--- src/rtl/act_pipe.sv ---
// act_pipe -- two-stage, ready/valid activation pipeline.
//
// Each transfer carries LANES signed fixed-point elements of PREC bits. A
// per-vector activation is applied to every lane:
//   mode 0 pass, mode 1 ReLU, mode 2 leaky ReLU (arithmetic right shift of
//   negatives), mode 3 clipped ReLU (ceiling = max(clip_max, 0)).
// Stage S1 registers the raw vector together with its mode/shift/ceiling;
// stage S2 registers the activated result. Lanes that hit the ceiling in
// mode 3 are flagged in out_clip and accumulated into a saturating counter.
//
// Ports
//   clk, reset            clock, asynchronous active-high reset
//   in_valid/in_ready     input handshake
//   in_data               LANES*PREC, lane i at [i*PREC +: PREC]
//   in_mode, leak_shift,
//   clip_max              per-vector controls, sampled with in_data
//   out_valid/out_ready   output handshake
//   out_data              activated vector, same packing as in_data
//   out_clip              per-lane "saturated to ceiling" flag
//   clip_cnt, cnt_clr     running clipped-lane count, synchronous clear
module act_pipe #(
  parameter int PREC  = 16,
  parameter int LANES = 4,
  parameter int CNTW  = 16
) (
  input  logic                       clk,
  input  logic                       reset,
  input  logic                       in_valid,
  output logic                       in_ready,
  input  logic [LANES*PREC-1:0]      in_data,
  input  logic [1:0]                 in_mode,
  input  logic [$clog2(PREC)-1:0]    leak_shift,
  input  logic [PREC-1:0]            clip_max,
  output logic                       out_valid,
  input  logic                       out_ready,
  output logic [LANES*PREC-1:0]      out_data,
  output logic [LANES-1:0]           out_clip,
  output logic [CNTW-1:0]            clip_cnt,
  input  logic                       cnt_clr
);

  localparam int SHW  = $clog2(PREC);
  localparam int PCW  = $clog2(LANES + 1);
  // Sum of counter and popcount needs one bit beyond the wider operand.
  localparam int SUMW = ((CNTW > PCW) ? CNTW : PCW) + 1;
  localparam logic [CNTW-1:0] CNT_MAX = '1;

  localparam logic [1:0] MODE_PASS  = 2'd0;
  localparam logic [1:0] MODE_RELU  = 2'd1;
  localparam logic [1:0] MODE_LEAKY = 2'd2;
  localparam logic [1:0] MODE_CLIP  = 2'd3;

  // Stage S1: raw vector plus the controls that travel with it.
  logic                    s1_valid_q, s1_valid_d;
  logic [LANES*PREC-1:0]   s1_data_q,  s1_data_d;
  logic [1:0]              s1_mode_q,  s1_mode_d;
  logic [SHW-1:0]          s1_shift_q, s1_shift_d;
  logic [PREC-1:0]         s1_cmax_q,  s1_cmax_d;

  // Stage S2: activated result.
  logic                    s2_valid_q, s2_valid_d;
  logic [LANES*PREC-1:0]   s2_data_q,  s2_data_d;
  logic [LANES-1:0]        s2_clip_q,  s2_clip_d;

  logic [CNTW-1:0]         cnt_q, cnt_d;

  logic                    s2_load;
  logic                    in_fire;
  logic                    out_fire;
  logic [LANES*PREC-1:0]   act_data;
  logic [LANES-1:0]        act_clip;
  logic [PCW-1:0]          clip_pop;
  logic [SUMW-1:0]         cnt_sum;

  // S2 can take a new vector when it is empty or its current one leaves.
  // S1 may then refill in the same cycle it hands its vector on.
  assign s2_load  = !s2_valid_q || out_ready;
  assign in_ready = !s1_valid_q || s2_load;
  assign in_fire  = in_valid && in_ready;
  assign out_fire = s2_valid_q && out_ready;

  // Negative clip_max collapses the ceiling to zero, shared by all lanes.
  logic signed [PREC-1:0] cap;
  assign cap = s1_cmax_q[PREC-1] ? '0 : $signed(s1_cmax_q);

  // Per-lane activation from the S1 registers. Every result lies inside
  // [min(x,0), max(x,0)], so nothing can overflow PREC bits.
  generate
    for (genvar gi = 0; gi < LANES; gi++) begin : g_lane
      logic signed [PREC-1:0] x;
      logic signed [PREC-1:0] y;
      logic                   clp;

      assign x = $signed(s1_data_q[gi*PREC +: PREC]);

      always_comb begin
        y   = x;
        clp = 1'b0;
        case (s1_mode_q)
          MODE_RELU: begin
            if (x < 0) y = '0;
          end
          MODE_LEAKY: begin
            if (x < 0) y = x >>> s1_shift_q;
          end
          MODE_CLIP: begin
            if (x < 0) begin
              y = '0;
            end else if (x > cap) begin
              y   = cap;
              clp = 1'b1;
            end
          end
          default: y = x;
        endcase
      end

      assign act_data[gi*PREC +: PREC] = y;
      assign act_clip[gi]              = clp;
    end
  endgenerate

  always_comb begin
    s1_valid_d = s1_valid_q;
    s1_data_d  = s1_data_q;
    s1_mode_d  = s1_mode_q;
    s1_shift_d = s1_shift_q;
    s1_cmax_d  = s1_cmax_q;
    // When S1 can accept, its occupancy follows in_valid directly: it either
    // refills or drains (its old vector having moved to S2).
    if (in_ready) begin
      s1_valid_d = in_valid;
    end
    if (in_fire) begin
      s1_data_d  = in_data;
      s1_mode_d  = in_mode;
      s1_shift_d = leak_shift;
      s1_cmax_d  = clip_max;
    end
  end

  always_comb begin
    s2_valid_d = s2_valid_q;
    s2_data_d  = s2_data_q;
    s2_clip_d  = s2_clip_q;
    if (s2_load) begin
      s2_valid_d = s1_valid_q;
      if (s1_valid_q) begin
        s2_data_d = act_data;
        s2_clip_d = act_clip;
      end
    end
  end

  always_comb begin
    clip_pop = '0;
    for (int i = 0; i < LANES; i++) begin
      clip_pop = clip_pop + PCW'(s2_clip_q[i]);
    end
    cnt_sum = SUMW'(cnt_q) + SUMW'(clip_pop);
    cnt_d   = cnt_q;
    if (cnt_clr) begin
      cnt_d = '0;
    end else if (out_fire) begin
      cnt_d = (cnt_sum > SUMW'(CNT_MAX)) ? CNT_MAX : cnt_sum[CNTW-1:0];
    end
  end

  always_ff @(posedge clk or posedge reset) begin
    if (reset) begin
      s1_valid_q <= 1'b0;
      s1_data_q  <= '0;
      s1_mode_q  <= '0;
      s1_shift_q <= '0;
      s1_cmax_q  <= '0;
      s2_valid_q <= 1'b0;
      s2_data_q  <= '0;
      s2_clip_q  <= '0;
      cnt_q      <= '0;
    end else begin
      s1_valid_q <= s1_valid_d;
      s1_data_q  <= s1_data_d;
      s1_mode_q  <= s1_mode_d;
      s1_shift_q <= s1_shift_d;
      s1_cmax_q  <= s1_cmax_d;
      s2_valid_q <= s2_valid_d;
      s2_data_q  <= s2_data_d;
      s2_clip_q  <= s2_clip_d;
      cnt_q      <= cnt_d;
    end
  end

  assign out_valid = s2_valid_q;
  assign out_data  = s2_data_q;
  assign out_clip  = s2_clip_q;
  assign clip_cnt  = cnt_q;

endmodule
--- config.mk ---
export PLATFORM = sky130hd
export DESIGN_NAME = act_pipe
export DESIGN_NICKNAME = d
export VERILOG_FILES = /design/src/rtl/act_pipe.sv
export SDC_FILE = /design/constraint.sdc
export NUM_CORES = 1
export LEC_CHECK = 0
export ABC_CLOCK_PERIOD_IN_PS = 6000
export CORE_MARGIN = 2
export CORE_UTILIZATION = 30
export DETAILED_ROUTE_END_ITERATION = 10
export PLACE_DENSITY = 0.49
export SLEW_MARGIN = 20
export SYNTH_ARGS = -nofsm -noshare
export SYNTH_HDL_FRONTEND = slang
export SYNTH_SLANG_ARGS = --single-unit
--- constraint.sdc ---
create_clock -name clk -period 6 [get_ports clk]
set_input_delay 0.9 -clock clk [delete_from_list [all_inputs] [get_ports clk]]
set_output_delay 0.9 -clock clk [all_outputs]
set_load 0.01 [all_outputs]
## Word-level counts from Yosys, hierarchy flattened

Cells that the tools add are included.

| cells by class | value |
|---|---|
| reduce and logical (&&, ||, !) cells | 8 |
| add/sub/neg operators | 4 |
| muxes and demuxes | 36 |
| magnitude comparators | 9 |
| shift-type cells | 4 |
| equality and inequality tests | 3 |

Operator list:

| cell | count |
|---|---|
| 16-bit 2-to-1 mux | 19 |
| 16-bit case mux with 3 select lines | 4 |
| 16-bit greater-than comparator | 4 |
| 16-bit by 1-bit less-than comparator with 1-bit output (second input constant) | 4 |
| 16-bit by 4-bit >>> shifter with 16-bit output | 4 |
| 16-bit by 3-bit adder with 17-bit output | 1 |
| 17-bit by 16-bit greater-than comparator with 1-bit output (second input constant) | 1 |
| 15-bit 2-to-1 mux | 1 |
| 1-bit 2-to-1 mux | 12 |
| 2-bit == test (second input constant) | 2 |
| 2-bit by 1-bit adder with 3-bit output | 1 |
| 3-bit by 1-bit adder with 3-bit output | 1 |
| 1-bit by 1-bit adder with 2-bit output | 1 |
| 2-bit by 1-bit == test with 1-bit output (second input constant) | 1 |
| 1-bit logical AND | 2 |
| 1-bit logical NOT | 2 |
| 1-bit logical OR | 2 |
| 2-bit AND reduction | 1 |
| 2-bit nonzero test | 1 |

| word-level totals | value |
|---|---|
| logic and storage cells | 73 |
| flip-flop bits (word level) | 172 |

## Longest topological paths before layout

| depth | value |
|---|---|
| depth after elaboration | 8 |
| depth in mapped cells | 12 |

## Worst setup path after synthesis

No wires, ideal clock.

| path | value |
|---|---|
| kind | flip-flop to flip-flop |
| start point | register s2_clip_q[0] (netlist: out_clip[0]) |
| end point | register cnt_q[7] (netlist: clip_cnt[7]) |
| library setup time | 0.099 ns |
| stages on the path, launching flop included | 13 |
| path buffers | 1 |
| arrival time | 2.715 ns |
| path slack | 3.186 ns |
| clock period less this slack | 2.814 ns |
| path through | dfrtp_1 -> fa_1 -> inv_1 -> fa_1 -> inv_1 -> fa_1 -> nand3_1 -> nor3_1 -> nand3_1 -> clkbuf_1 -> a21oi_1 -> nor2_1 -> a311oi_1 |

| between the ends | value |
|---|---|
| longest elaborated chain between the ends | 8 |

RTL lines:

| what | line | text |
|---|---|---|
| start: declaration | 63 | `logic [LANES-1:0] s2_clip_q, s2_clip_d;` |
| start signal: assignment | 188 | `s2_clip_q <= s2_clip_d;` |
| 1-bit by 1-bit adder with 2-bit output * | 158 | `clip_pop = clip_pop + PCW'(s2_clip_q[i]);` |
| 2-bit by 1-bit adder with 3-bit output * | 158 |  |
| 3-bit by 1-bit adder with 3-bit output * | 158 |  |
| 16-bit by 3-bit adder with 17-bit output * | 160 | `cnt_sum = SUMW'(cnt_q) + SUMW'(clip_pop);` |
| 17-bit by 16-bit greater-than comparator with 1-bit output | 165 | `cnt_d = (cnt_sum > SUMW'(CNT_MAX)) ? CNT_MAX : cnt_sum[CNTW-1:0];` |
| 16-bit 2-to-1 mux * | 165 |  |
| 16-bit 2-to-1 mux * | 164 | `end else if (out_fire) begin` |
| 16-bit 2-to-1 mux * | 162 | `if (cnt_clr) begin` |
| end signal: assignment | 189 | `cnt_q <= cnt_d;` |
| end: declaration | 65 | `logic [CNTW-1:0] cnt_q, cnt_d;` |

Mark *: on every way between the ends. The rest lies on a longest branch, timed or not. The select of a mux whose other input is x is not followed.
A chain may end at the register's enable or synchronous reset.

## Worst setup path after layout

| path | value |
|---|---|
| start point | register s1_cmax_q[15] |
| end point | register s2_data_q[17] (netlist: out_data[17]) |

| between the ends | value |
|---|---|
| longest elaborated chain between the ends | 5 |

RTL lines:

| what | line | text |
|---|---|---|
| start: declaration | 58 | `logic [PREC-1:0] s1_cmax_q, s1_cmax_d;` |
| start signal: assignment | 185 | `s1_cmax_q <= s1_cmax_d;` |
| 15-bit 2-to-1 mux * | 84 | `assign cap = s1_cmax_q[PREC-1] ? '0 : $signed(s1_cmax_q);` |
| 16-bit greater-than comparator | 109 | `end else if (x > cap) begin` |
| 16-bit 2-to-1 mux * | 109 |  |
| 16-bit 2-to-1 mux * | 107 | `if (x < 0) begin` |
| 16-bit case mux with 3 select lines * | 99 | `case (s1_mode_q)` |
| end signal: assignment | 187 | `s2_data_q <= s2_data_d;` |
| end: declaration | 62 | `logic [LANES*PREC-1:0] s2_data_q, s2_data_d;` |

Mark *: on every way between the ends. The rest lies on a longest branch, timed or not.

==> impl_summary.log <==
[metrics] async set-or-reset flop fraction in the synthesized netlist: 1.00
[metrics] worst r2r dst: out_data[17]$_DFFE_PP0P_
[metrics] startpoint type of the worst setup path: flop
[metrics] XOR/XNOR Fraction of Synth Area: 0
[metrics] Maximum Capacitance Violations: 0
[metrics] critical setup path kind: reg2reg
[metrics] weighted congestion at the end of routability-driven global placement: 0.884
[metrics] Cell Area, Synth: 13,300 um2
[metrics] Area Growth Syn to Fin: 21.3%
[metrics] # port buffers: about 180
[metrics] Main synth FF type: sky130_fd_sc_hd__dfrtp_1
[metrics] vias in the first global route: around 12,000
[metrics] overflow left after global routing: 0
[metrics] Antenna Diode Count: 0
[metrics] Worst Hold Endpoint: out_data[47]$_DFFE_PP0P_
[metrics] leading cell type in the layout, fill and taps excluded: sky130_fd_sc_hd__clkdlybuf4s50_1
[metrics] core region area: 43,900 um2
[metrics] final clock skew: 0.0172 ns
[metrics] root cell of the clock tree: sky130_fd_sc_hd__clkbuf_16
[metrics] ports placed on the boundary: 177
[metrics] Tightest Pin Transition: 1.18 ns
[metrics] Final Routed Wirelength: approximately 53 mm
[metrics] synthesized net count: approximately 1,500
[metrics] detailed-route DRC error count: 0
[metrics] height of the die: between 200 and 250 um
[metrics] adder-cell area share of the yosys netlist: 0.0748
[metrics] standby leakage power: between 6 and 7 nW
[metrics] register bit total from synthesis: roughly 170
[metrics] Max Slew Vio Count: 0
[metrics] aggregate negative setup slack: 0 ns
[metrics] power density cells: 325 nW/um2
[metrics] CTS tree: yes
[metrics] vias: around 12,000
[metrics] number of H-tree levels: 4
[metrics] filler cell count: approximately 4,400
[metrics] layout cell share with drive strength beyond 1: 0.154
[metrics] Hold Path Class: reg2reg
[metrics] total die area: 46,000 um2
[metrics] reg-to-reg critical path startpoint: s1_cmax_q[15]$_DFFE_PP0P_
[metrics] count of different cell masters after synthesis: 75
[metrics] buffer count from post-CTS setup fixing: 0
[metrics] ratio of final minimum period to clock period: 0.666
[metrics] element type at the critical path end: flop
[metrics] Avg Cell Area, Syn: approximately 9.7 um2
[metrics] Worst Reg-to-Reg Cells: 10
[metrics] data required time at the worst endpoint: about 6.3 ns
[metrics] Final ANT Viol Nets: 0
[metrics] slack of the worst reg-to-reg path: ~2.0 ns
[metrics] hold path start: out_data[47]$_DFFE_PP0P_
[metrics] maximum number of pins on one net before global-route repair: 88
[metrics] wire length of the first global-routing pass: 81.1 mm
[metrics] count of synthesis-stage warnings from yosys: 0
[metrics] number of gates resized after cts: 0
[metrics] status: finished, final reports clean
[metrics] Final Critical Period: ~4.0 ns
[metrics] leading cell types in the layout, fill and taps excluded: 176 x sky130_fd_sc_hd__clkdlybuf4s50_1, 170 x sky130_fd_sc_hd__dfrtp_1, 110 x sky130_fd_sc_hd__mux2_2
[metrics] Final nets: roughly 1,600
[metrics] number of flops mapped to enable cells by yosys: 0
[metrics] Overall Power: roughly 5.2 mW
[metrics] antenna violations before repair: 1
[metrics] achievable clock frequency: about 0.25 GHz
[metrics] synthesized-area fraction occupied by and/or/nand/nor cells: 0.146
[metrics] number of instances on the worst hold path: 2
[metrics] # setup viols final: 0
[metrics] chip width: 214 um
[metrics] starting DRC count in detailed routing: roughly 1,400
[metrics] total clock sinks: between 150 and 200
[metrics] complex-gate fraction of the synthesized area: 0.199
[metrics] Global Route Usage Sum: 0.231
[metrics] sequential element share of the synthesized area: 0.324
[metrics] RSZ-0062 raised after global routing: false
[metrics] hold buffer count at cts: 0
[metrics] wire length per cell: approximately 26 um
[metrics] TritonCTS Buffers: 17
[metrics] deepest clock path buffer count: 2
[metrics] Slew HR: 0.210
[metrics] top fanout value on the critical path: 16
[metrics] Max IR drop VDD: about 0.18 mV
[metrics] critical path arrival: 4.33 ns
[metrics] half-perimeter wire length after detailed placement: approximately 37 mm
[metrics] clock slew at reported path FFs: ~0.08 ns
[metrics] main combinational cell family by area after synthesis: multiplexers
[metrics] initial standard-cell utilization of the core: 0.302
[metrics] least setup slack across all paths after layout: ~2.0 ns
[metrics] standard-cell row count: 77
[metrics] number of endpoints with negative hold slack in the final report: 0
[metrics] average vias per placed instance: 5.96
[metrics] multiplexer share of the synthesized area: 0.205
[metrics] worst skew pair latency: around 0.46 ns
[metrics] first-pass iteration count of the detailed router: 6
[metrics] pre-CTS setup slack: roughly 1.9 ns
[metrics] gate count after technology mapping: between 1,000 and 1,500
-- sequential cells by signal, summed over array words and instances, names as in the netlist --
signal and count:
s1_valid_q 1, out_clip 4, s1_shift_q 4, clip_cnt 16, out_data 64, s1_mode_q 2
s1_data_q 64, out_valid 1, s1_cmax_q 16
-- cell usage after synthesis (all sizes together) (8+ instances only) --
library cell	instances	share of area
and3	14	0.0066
nand2	104	0.029
maj3	17	0.013
a211o	8	0.0053
and2	8	0.0038
or3	16	0.0075
dfrtp	172	0.32
o221ai	12	0.0079
o21ai	79	0.030
nand2b	23	0.011
a31oi	9	0.0042
o22ai	16	0.0075
o31ai	12	0.0092
mux2	110	0.093
a21oi	62	0.023
nand4	25	0.012
o211ai	26	0.015
inv	40	0.011
a221o	12	0.0090
o311ai	22	0.015
mux4	41	0.070
nor2b	36	0.017
nor3	32	0.012
a211oi	25	0.014
buf	52	0.022
a221oi	9	0.0059
mux2i	56	0.042
a21o	16	0.0090
nand3	35	0.013
clkbuf	64	0.018
ha	61	0.057
nor2	63	0.018
-- worst max-delay path by stage --
stage / cells past startpoint / to / start
final: 10 / out_data[17]$_DFFE_PP0P_ / s1_cmax_q[15]$_DFFE_PP0P_
after global routing: 10 / out_data[17]$_DFFE_PP0P_ / s1_cmax_q[15]$_DFFE_PP0P_
after CTS: 9 / out_data[17]$_DFFE_PP0P_ / s1_cmax_q[15]$_DFFE_PP0P_
after detailed placement: 9 / out_data[17]$_DFFE_PP0P_ / s1_cmax_q[15]$_DFFE_PP0P_
after global placement: 9 / out_data[17]$_DFFE_PP0P_ / s1_cmax_q[15]$_DFFE_PP0P_
after floorplan: 1 / clip_cnt[0]$_DFFE_PP0P_ / reset
-- report_power, final --
| part | leakage (nW) | switching [mW] | internal, mW |
|---|---|---|---|
| Combinational | 3.91 | 1.20 | 1.05 |
| Sequential | 2.06 | 0.397 | 1.39 |
| Clock | 0.288 | 0.551 | 0.664 |
-- worst max-delay path, stage by stage, from the launching register on --
cell and delay, ns:
sky130_fd_sc_hd__dfrtp_1 0.59, sky130_fd_sc_hd__nor2b_1 0.69, sky130_fd_sc_hd__inv_1 0.32, sky130_fd_sc_hd__ha_1 0.36
sky130_fd_sc_hd__nor2b_1 0.13, sky130_fd_sc_hd__o211ai_1 0.16, sky130_fd_sc_hd__a211oi_1 0.13, sky130_fd_sc_hd__o31ai_4 0.58
sky130_fd_sc_hd__buf_6 0.25, sky130_fd_sc_hd__mux2_2 0.34, sky130_fd_sc_hd__a221o_1 0.32
-- kinds of logic after synthesis --
family	count (synthesis)
DFF	172
adders and majority gates	81
buffers and inverters	156
AOI/OAI and AO/OA	374
muxes	207
and+or+nand+nor	382
-- through the flow --
stage                     cell area [um2]  instances  hold WS, ns   util
after global routing                16100       2079        0.515  0.367
after global placement              15500       2046        0.466  0.353
after CTS                           16100       2078        0.501  0.367
after floorplan                     13300       1372        0.471      -
final                               16100       2079        0.492  0.367
after detailed placement            15500       2046        0.481  0.353
-- final cells by class --
class	instances	area, um2	share of cell area
inverters	40	155	0.00963
multi-input cells	1044	8340	0.517
repair buffers	199	1960	0.122
clock buffers	18	429	0.0266
well taps	592	741	0.0460
clock inverters	14	183	0.0113
flip-flops and latches	172	4310	0.267
-- per-layer routing --
metal	wire length, um	part of all wire	global-route usage
met5	0	0	0
met4	1970	0.037	0.0868
met2	24000	0.45	0.357
met1	23800	0.45	0.319
met3	3640	0.068	0.0426
No activity file was read; power rests on OpenSTA's default activity.
